$ cat config.mk
export PLATFORM = sky130hd
export DESIGN_NAME = blit_outer_seq
export DESIGN_NICKNAME = d
export VERILOG_FILES = /design/src/rtl/blit_outer_pkg.sv /design/src/rtl/blit_outer_cnt.sv /design/src/rtl/blit_outer_seq.sv
export SDC_FILE = /design/constraint.sdc
export NUM_CORES = 1
export LEC_CHECK = 0
export ABC_AREA = 0
export CAP_MARGIN = 30
export CORE_ASPECT_RATIO = 2
export CORE_MARGIN = 2
export CORE_UTILIZATION = 40
export DETAILED_ROUTE_END_ITERATION = 12
export MAX_ROUTING_LAYER = met4
export PLACE_DENSITY_LB_ADDON = 0.08
export RECOVER_POWER = 25
export SYNTH_ARGS = -nofsm -noshare
export SYNTH_HDL_FRONTEND = slang
export SYNTH_SLANG_ARGS = --single-unit
export TNS_END_PERCENT = 10
$ cat constraint.sdc
create_clock -name clk -period 2.3 [get_ports clk]
set_clock_uncertainty 0.2 [all_clocks]
set_input_delay 0.345 -clock clk [delete_from_list [all_inputs] [get_ports clk]]
set_output_delay 0.345 -clock clk [all_outputs]
set_load 0.05 [all_outputs]
$ cat src/rtl/blit_outer_pkg.sv
// Shared types and bit positions for the blitter outer-loop sequencer.
// Optional macro BLIT_OUTER_CNTRD_EN exposes the remaining count in the status word.
package blit_outer_pkg;

    typedef enum logic [2:0] {
        ST_IDLE,
        ST_START,
        ST_INNER,
        ST_WAIT,
        ST_UPDATE,
        ST_CHECK,
        ST_DONE
    } state_e;

    localparam int CMD_RUN     = 0;
    localparam int CMD_ABORT   = 1;
    localparam int CMD_INTEN   = 2;
    localparam int CMD_PRIO    = 3;
    localparam int CMD_FRAC    = 7;
    localparam int CMD_UPD_LSB = 8;

    localparam int STAT_NIDLE   = 0;
    localparam int STAT_STOP    = 1;
    localparam int STAT_DONE    = 2;
    localparam int STAT_CNT_LSB = 4;
    localparam int STAT_CNT_W   = 12;

endpackage

$ cat src/rtl/blit_outer_cnt.sv
// Loadable outer-loop down-counter; saturates at zero and flags zero / last iteration.
module blit_outer_cnt #(
    parameter int CNT_W = 16
) (
    input  logic             clk,
    input  logic             reset_n,
    input  logic             load_i,
    input  logic [CNT_W-1:0] load_val_i,
    input  logic             dec_i,
    output logic [CNT_W-1:0] count_o,
    output logic             zero_o,
    output logic             last_o
);

    logic [CNT_W-1:0] count_q;
    logic [CNT_W-1:0] count_d;

    always_comb begin
        count_d = count_q;
        if (load_i) begin
            count_d = load_val_i;
        end else if (dec_i && (count_q != '0)) begin
            count_d = count_q - CNT_W'(1);
        end
    end

    always_ff @(posedge clk or negedge reset_n) begin
        if (!reset_n) begin
            count_q <= '0;
        end else begin
            count_q <= count_d;
        end
    end

    assign count_o = count_q;
    assign zero_o  = (count_q == '0);
    // Decrementing from 1 (or a saturated 0) leaves zero: the loop ends here.
    assign last_o  = (count_q <= CNT_W'(1));

endmodule

$ cat src/rtl/blit_outer_seq.sv
// Blitter outer-loop sequencer: FSM, done/interrupt flags and status word.
// Optional macro BLIT_OUTER_CNTRD_EN puts the remaining count on gpu_dout[15:4].
module blit_outer_seq
    import blit_outer_pkg::*;
#(
    parameter int CNT_W = 16,
    parameter int NCH   = 2
) (
    input  logic            clk,
    input  logic            reset_n,
    input  logic [31:0]     gpu_din,
    input  logic            cmdld,
    input  logic            countld,
    input  logic            statrd,
    input  logic            active,
    input  logic            indone,
    input  logic            stopped,
    output logic [15:0]     gpu_dout,
    output logic            gpu_dout_oe,
    output logic            instart,
    output logic            sshftld,
    output logic [NCH-1:0]  upd,
    output logic            updf,
    output logic [1:0]      blit_breq,
    output logic            blit_int,
    output logic            busy
);

    state_e           state_q;
    logic             inten_q;
    logic             prio_q;
    logic             frac_q;
    logic [NCH-1:0]   upd_en_q;
    logic             done_q;
    logic             int_q;

    logic [CNT_W-1:0] count;
    logic             cnt_zero;
    logic             cnt_last;
    logic             idle;
    logic             cmd_abort;
    logic             cmd_accept;
    logic             flag_set;
    logic             flag_clr;
    logic             unused_bits;

    assign idle       = (state_q == ST_IDLE);
    assign cmd_abort  = cmdld && gpu_din[CMD_ABORT];
    assign cmd_accept = cmdld && !gpu_din[CMD_ABORT] && idle && !stopped;
    assign flag_set   = (state_q == ST_DONE) && !stopped && !cmd_abort;
    assign flag_clr   = statrd || cmd_accept;

    blit_outer_cnt #(.CNT_W(CNT_W)) u_cnt (
        .clk        (clk),
        .reset_n    (reset_n),
        .load_i     (countld && idle),
        .load_val_i (gpu_din[16 +: CNT_W]),
        .dec_i      ((state_q == ST_CHECK) && !stopped && !cmd_abort),
        .count_o    (count),
        .zero_o     (cnt_zero),
        .last_o     (cnt_last)
    );

    // Abort overrides everything; otherwise stopped freezes the sequence in place.
    always_ff @(posedge clk or negedge reset_n) begin
        if (!reset_n) begin
            state_q  <= ST_IDLE;
            inten_q  <= 1'b0;
            prio_q   <= 1'b0;
            frac_q   <= 1'b0;
            upd_en_q <= '0;
            done_q   <= 1'b0;
            int_q    <= 1'b0;
        end else begin
            if (flag_set) begin
                done_q <= 1'b1;
            end else if (flag_clr) begin
                done_q <= 1'b0;
            end
            if (flag_set && inten_q) begin
                int_q <= 1'b1;
            end else if (flag_clr) begin
                int_q <= 1'b0;
            end

            if (cmd_abort) begin
                state_q <= ST_IDLE;
            end else if (!stopped) begin
                case (state_q)
                    ST_IDLE: begin
                        if (cmd_accept) begin
                            inten_q  <= gpu_din[CMD_INTEN];
                            prio_q   <= gpu_din[CMD_PRIO];
                            frac_q   <= gpu_din[CMD_FRAC];
                            upd_en_q <= gpu_din[CMD_UPD_LSB +: NCH];
                            if (gpu_din[CMD_RUN]) begin
                                state_q <= cnt_zero ? ST_DONE : ST_START;
                            end
                        end
                    end
                    ST_START:  if (active) state_q <= ST_INNER;
                    ST_INNER:  state_q <= ST_WAIT;
                    ST_WAIT:   if (indone) state_q <= ST_UPDATE;
                    ST_UPDATE: state_q <= ST_CHECK;
                    ST_CHECK:  state_q <= cnt_last ? ST_DONE : ST_INNER;
                    ST_DONE:   state_q <= ST_IDLE;
                    default:   state_q <= ST_IDLE;
                endcase
            end
        end
    end

    assign busy        = !idle;
    assign blit_int    = int_q;
    assign gpu_dout_oe = statrd;
    assign instart     = (state_q == ST_INNER) && !stopped;
    assign sshftld     = (state_q == ST_INNER) && !stopped;
    assign upd         = ((state_q == ST_UPDATE) && !stopped) ? upd_en_q : '0;
    assign updf        = (state_q == ST_UPDATE) && !stopped && upd_en_q[0] && frac_q;
    assign blit_breq   = ((state_q inside {ST_START, ST_INNER, ST_WAIT, ST_UPDATE, ST_CHECK})
                          && !stopped) ? {prio_q, 1'b1} : 2'b00;

    always_comb begin
        gpu_dout             = '0;
        gpu_dout[STAT_NIDLE] = idle;
        gpu_dout[STAT_STOP]  = stopped;
        gpu_dout[STAT_DONE]  = done_q;
`ifdef BLIT_OUTER_CNTRD_EN
        gpu_dout[STAT_CNT_LSB +: STAT_CNT_W] = STAT_CNT_W'(count);
`endif
    end

    assign unused_bits = ^{gpu_din, count};

endmodule
After elaboration in Yosys (flattened, before gate mapping)
Index checks and enable logic that the tools add are counted.

cells by class
  add/sub/neg operators = 1
  magnitude comparators = 1
  eq/ne operators = 11
  mux-type cells = 16
  bitwise gates (word level) = 2
  reductions and logical operators = 30

operator list
  operator                                                          count
  two-way mux 16 bit                                                2
  two-way mux 3 bit                                                 8
  one-hot mux 3 bit (6 select lines)                                1
  less-or-equal comparator 16 x 1 -> 1 bit (second input constant)  1
  logical AND 1 bit                                                 16
  logical NOT 16 bit                                                1
  nonzero test 16 bit                                               1
  subtractor 16 x 1 -> 16 bit (second input constant)               1
  equality test 3 bit (second input constant)                       3
  equality test 3 x 2 -> 1 bit (second input constant)              2
  != test 3 bit (second input constant)                             2
  nonzero test 2 bit                                                3
  AND reduction 5 bit                                               1
  nonzero test 5 bit                                                1
  logical NOT 1 bit                                                 4
  two-way mux 2 bit                                                 2
  AND reduction 4 bit                                               1
  equality test 3 x 1 -> 1 bit (second input constant)              1
  logical NOT 3 bit                                                 1
  two-way mux 1 bit                                                 3
  != test 3 x 1 -> 1 bit (second input constant)                    1
  != test 3 x 2 -> 1 bit (second input constant)                    1
  != test 2 x 1 -> 1 bit (second input constant)                    1
  NOT 1 bit                                                         2
  logical OR 1 bit                                                  1

storage, ports and cells
  register bits = 26
  input bits = 40
  output and inout bits = 26
  word-level logic and storage cells = 69

Logic depth before layout (Yosys ltp)
  depth after elaboration = 8
  depth in mapped cells = 7
  depth with buffers taken out = 6

Hierarchy
A second synthesis with hierarchy kept.

unflattened totals
  cell total of the unflattened synthesis = 213
  area, all modules = 1,881.8 µm²

by module, submodules not included
  module          instances  cells an instance  area each (µm²)  seq. area each (µm²)
  blit_outer_cnt  1          128                1,063.5          400.4
  blit_outer_seq  1          85                 818.3            250.2

Worst setup path after synthesis
OpenSTA, ideal clock, no wires.

  path kind = register -> register
  start point = register u_cnt.count_q[0] (netlist: u_cnt.count_o[0])
  end point = register u_cnt.count_q[3] (netlist: u_cnt.count_o[3])
  setup time = 0.124 ns
  data arrival time = 2.087 ns
  required time = 1.976 ns
  path slack = -0.111 ns
  stages on the path, launching flop included = 8
  buffers on the path = 1
  clock period less this slack = 2.411 ns
  cell sequence = dfrtp_1 > inv_1 > ha_1 > or3b_2 > nor4_1 > clkbuf_1 > nor3b_1 > a211o_1

on the way
  word-level cells in the longest chain between the ends = 3
  elaborated cells on any way between the ends = 6
  those cells by class = add/sub: 1; mux: 2; reduce/logical: 3

ends and longest elaborated chain
  what                                                                RTL line                                    text
  from (decl)                                                         blit_outer_cnt.sv:15                        logic [CNT_W-1:0] count_q;
  from (signal assigned)                                              blit_outer_cnt.sv:31                        count_q <= count_d;
  subtractor 16 x 1 -> 16 bit or nonzero test 16 bit (tied branches)  blit_outer_cnt.sv:23, blit_outer_cnt.sv:22
  two-way mux 16 bit or logical AND 1 bit (tied branches)             blit_outer_cnt.sv:22                        end else if (dec_i && (count_q != '0)) begin
  two-way mux 16 bit or nonzero test 2 bit (tied branches)            -

Parallel ways exist; a longest one is shown, timed or not. The select of a mux whose other input is x is not followed.
A chain may end at the register's enable or synchronous reset.

Final worst setup path
  start point = register u_cnt.count_q[11] (netlist: u_cnt.count_o[11])
  end point = register u_cnt.count_q[15] (netlist: u_cnt.count_o[15])

The elaborated chain is that of the path after synthesis.

==> reports/metrics.yaml <==
num_rows: 34
p_sw_mw: 1.10
ys_types: 51
drive_gt1_share_pct: 27.7
pre_cts_slack_ns: -0.0376
finalInstanceArea_sq_mm: 0.00265
grt-ovfl-total: 0
grt_pass1_vias: 1934
firstDrtPassIters: 4
setup_viol: 0
internal_power_mw: 1.57
drt_iter0_markers: 32
avgSynthCellArea_sq_um: 8.93
place_area_sq_mm: 0.00253
p_seq_share_pct: 31.2
synth_cells: 199
n_fill_cell: 379
synth_most_common_cell: "dfrtp_1"
drc: 0
antenna_found_initial: 0
cts-root-buf: "clkbuf_8"
dp_cells: 322
cts_tree: "done"
cts.sinks: 26
vias: 1807
rrSetupSlack_ns: 0.05
endpoint_kind: "register"
hpwl_mm: 4.35
multiInputGateArea_sq_mm: 0.00101
synthToLayoutAreaGrowth_pct: 49.2
ys_seq_elements: 26
core_sq_mm: 0.00430
ant_nets: 0
clk_pin_slew_worst_paths_ns: 0.10
diodes: 0
violations: "capacitance limit"
numPortBuffers: 43
p_clk_share_pct: 15.0
finalCritPeriodShare_pct: 97.7
synth.top_cell.area_share_pct: 36.6
register_area_sq_um: 651
path_max_fanout: 7
pwr-share-comb_pct: 53.8
grt_pass1_wl_mm: 8.93
cp.required_ns: 2.31
outcome: "finished with violations"
async_flop_share_pct: 100
die-area_sq_mm: 0.00502
viasPerCell: 5.51
tightest_slew_ns: 1.50
sw_frac_of_total_pct: 41.2
gp_congestion: 0.886
start_util_pct: 41.4
fmax_ghz: 0.445
startpoint: "u_cnt.count_o[11]"
cpPeakStageDelay_ns: 0.53
synth_area_leaders: "dfrtp_1 37%, buf_4 8.0%, nor2_1 4.2%"
cts-buffers-inserted: 3
ys.flop_type: "dfrtp_1"
crit_top_cell: "or4_4"
cp_slowest_cell: "or4_4"
cellPowerDensity_mw_per_mm2: 1010
fp.dieH_um: 98.3
rr_startpoint: "u_cnt.count_o[11]"
ctsHoldBuffers: 0
seq_area_frac_synth_pct: 36.6
grtUsageTotal_pct: 24.0
synth_edf_count: 0
min_path_cells: 1
die_w_um: 51.1
ir_drop_v: 0.000583
grt_max_degree: 27
cts_buffer_depth: 2
crit_type: "reg2reg"
finalHoldViolCount: 0
netlist_area_sq_mm: 0.00178
finalMaxSlewViolations: 0
stdcell_count: 328
rsz0062_at_grt: "true"
fin_ws_ns: 0.0524
slew_headroom_pct: 0.140
wl_per_cell_um: 16.6
startpoint_type: "register"
h-tree-depth: 1
power_mw: 2.66
yosys.area.top_type: "dfrtp_1"
clock_latency_ns: 0.29
hp-class: "reg2reg"
p_leak_nw: 1.14
synth_commonest_cells: "26 x dfrtp_1, 20 x nor2_1, 19 x buf_4"
crit_chain: "or4_4, or3_4, or4_4, a31oi_1"
endpoint: "u_cnt.count_o[15]"
routed_wl_mm: 5.45
min_period_ns: 2.25
reg2reg_to: "u_cnt.count_o[15]"
yosys_warnings: 0
ios: 66
nNetsFinal: 317
tns_ns: 0
r2r_cells: 4
cp_data_arrival_time_ns: 2.26
drv_cap: 1
[worst min path at each step]
stage               startpoint           endpoint  slack (ns)
floorplan              reset_n           blit_int       -0.15
global placement        done_q             done_q        0.26
detailed placement      done_q             done_q        0.27
CTS                    reset_n  u_cnt.count_o[13]        0.24
global route            done_q             done_q        0.32
finish                  done_q             done_q        0.30
[repair_timing]
| item | CTS | global route |
|---|---|---|
| setup endpoints to repair | 3 | 9 |
| pin swaps | 0 | 3 |
| setup buffers | 0 | 2 |
| endpoints found under the hold margin | 0 | 0 |
| resized for setup | 3 | 6 |
[state kept, by name, indices dropped and copies added (netlist names)]
signal,count
frac_q,1
state_q,3
upd_en_q,2
prio_q,1
u_cnt.count_o,16
inten_q,1
done_q,1
blit_int,1
[worst max-delay path: cells and delay by family, from the launching register on]
kind             cells  cell delay [ns]
flip-flops           1             0.41
AND/OR/NAND/NOR      3             1.44
AO/OA/AOI/OAI        1             0.13
[cells in the final DEF, fill, tap and decap left out, types with 7 or more instances in the layout]
| cell type | n |
|---|---|
| a21oi_1 | 7 |
| a31oi_1 | 8 |
| buf_12 | 9 |
| buf_4 | 43 |
| clkdlybuf4s50_1 | 32 |
| conb_1 | 13 |
| dfrtp_1 | 26 |
| nand2_1 | 10 |
| nor2_1 | 18 |
| o31ai_1 | 7 |
| or3_1 | 9 |
[cell families after synthesis]
kind of cell / after synthesis / share of synthesized area (%)
AO/OA/AOI/OAI: 49 / 19.6
adder cells (fa/ha/maj): 2 / 1.41
buffers and inverters: 31 / 11.7
flip-flops: 26 / 36.6
multiplexers: 7 / 4.37
other: 1 / 0.211
AND/OR/NAND/NOR: 83 / 26.1
[stage by stage]
step	hold slack, ns	util [%]
after detailed placement	0.275	58.8
after CTS	0.240	60.7
after floorplan	-0.151	-
after global routing	0.323	61.7
final	0.295	61.7
after global placement	0.260	58.8
[final cells by class]
| class | instances | share of cell area, % |
|---|---|---|
| Clock buffer | 3 | 1.56 |
| Clock inverter | 1 | 1.13 |
| Inverter | 4 | 0.567 |
| Multi-Input combinational cell | 154 | 38.0 |
| Sequential cell | 26 | 24.6 |
| Tap cell | 54 | 2.55 |
| Timing Repair Buffer | 86 | 31.6 |
[power by group through the flow]
stage | clock network [mW] | logic [mW] | registers, mW
floorplan | 0 | 0.824 | 0.802
global placement | 0 | 1.37 | 0.817
detailed placement | 0 | 1.41 | 0.833
CTS | 0.405 | 1.42 | 0.826
global route | 0.418 | 1.56 | 0.859
finish | 0.399 | 1.43 | 0.832
[metal layers]
metal,global-route usage (%),vias up,wire (um)
met4,13.1,0,234
met3,2.14,19,169
li1,-,868,-
met2,45.9,46,3310
met1,21.8,874,1730
met5,-,-,0
Power figures use the tool's default switching activity.
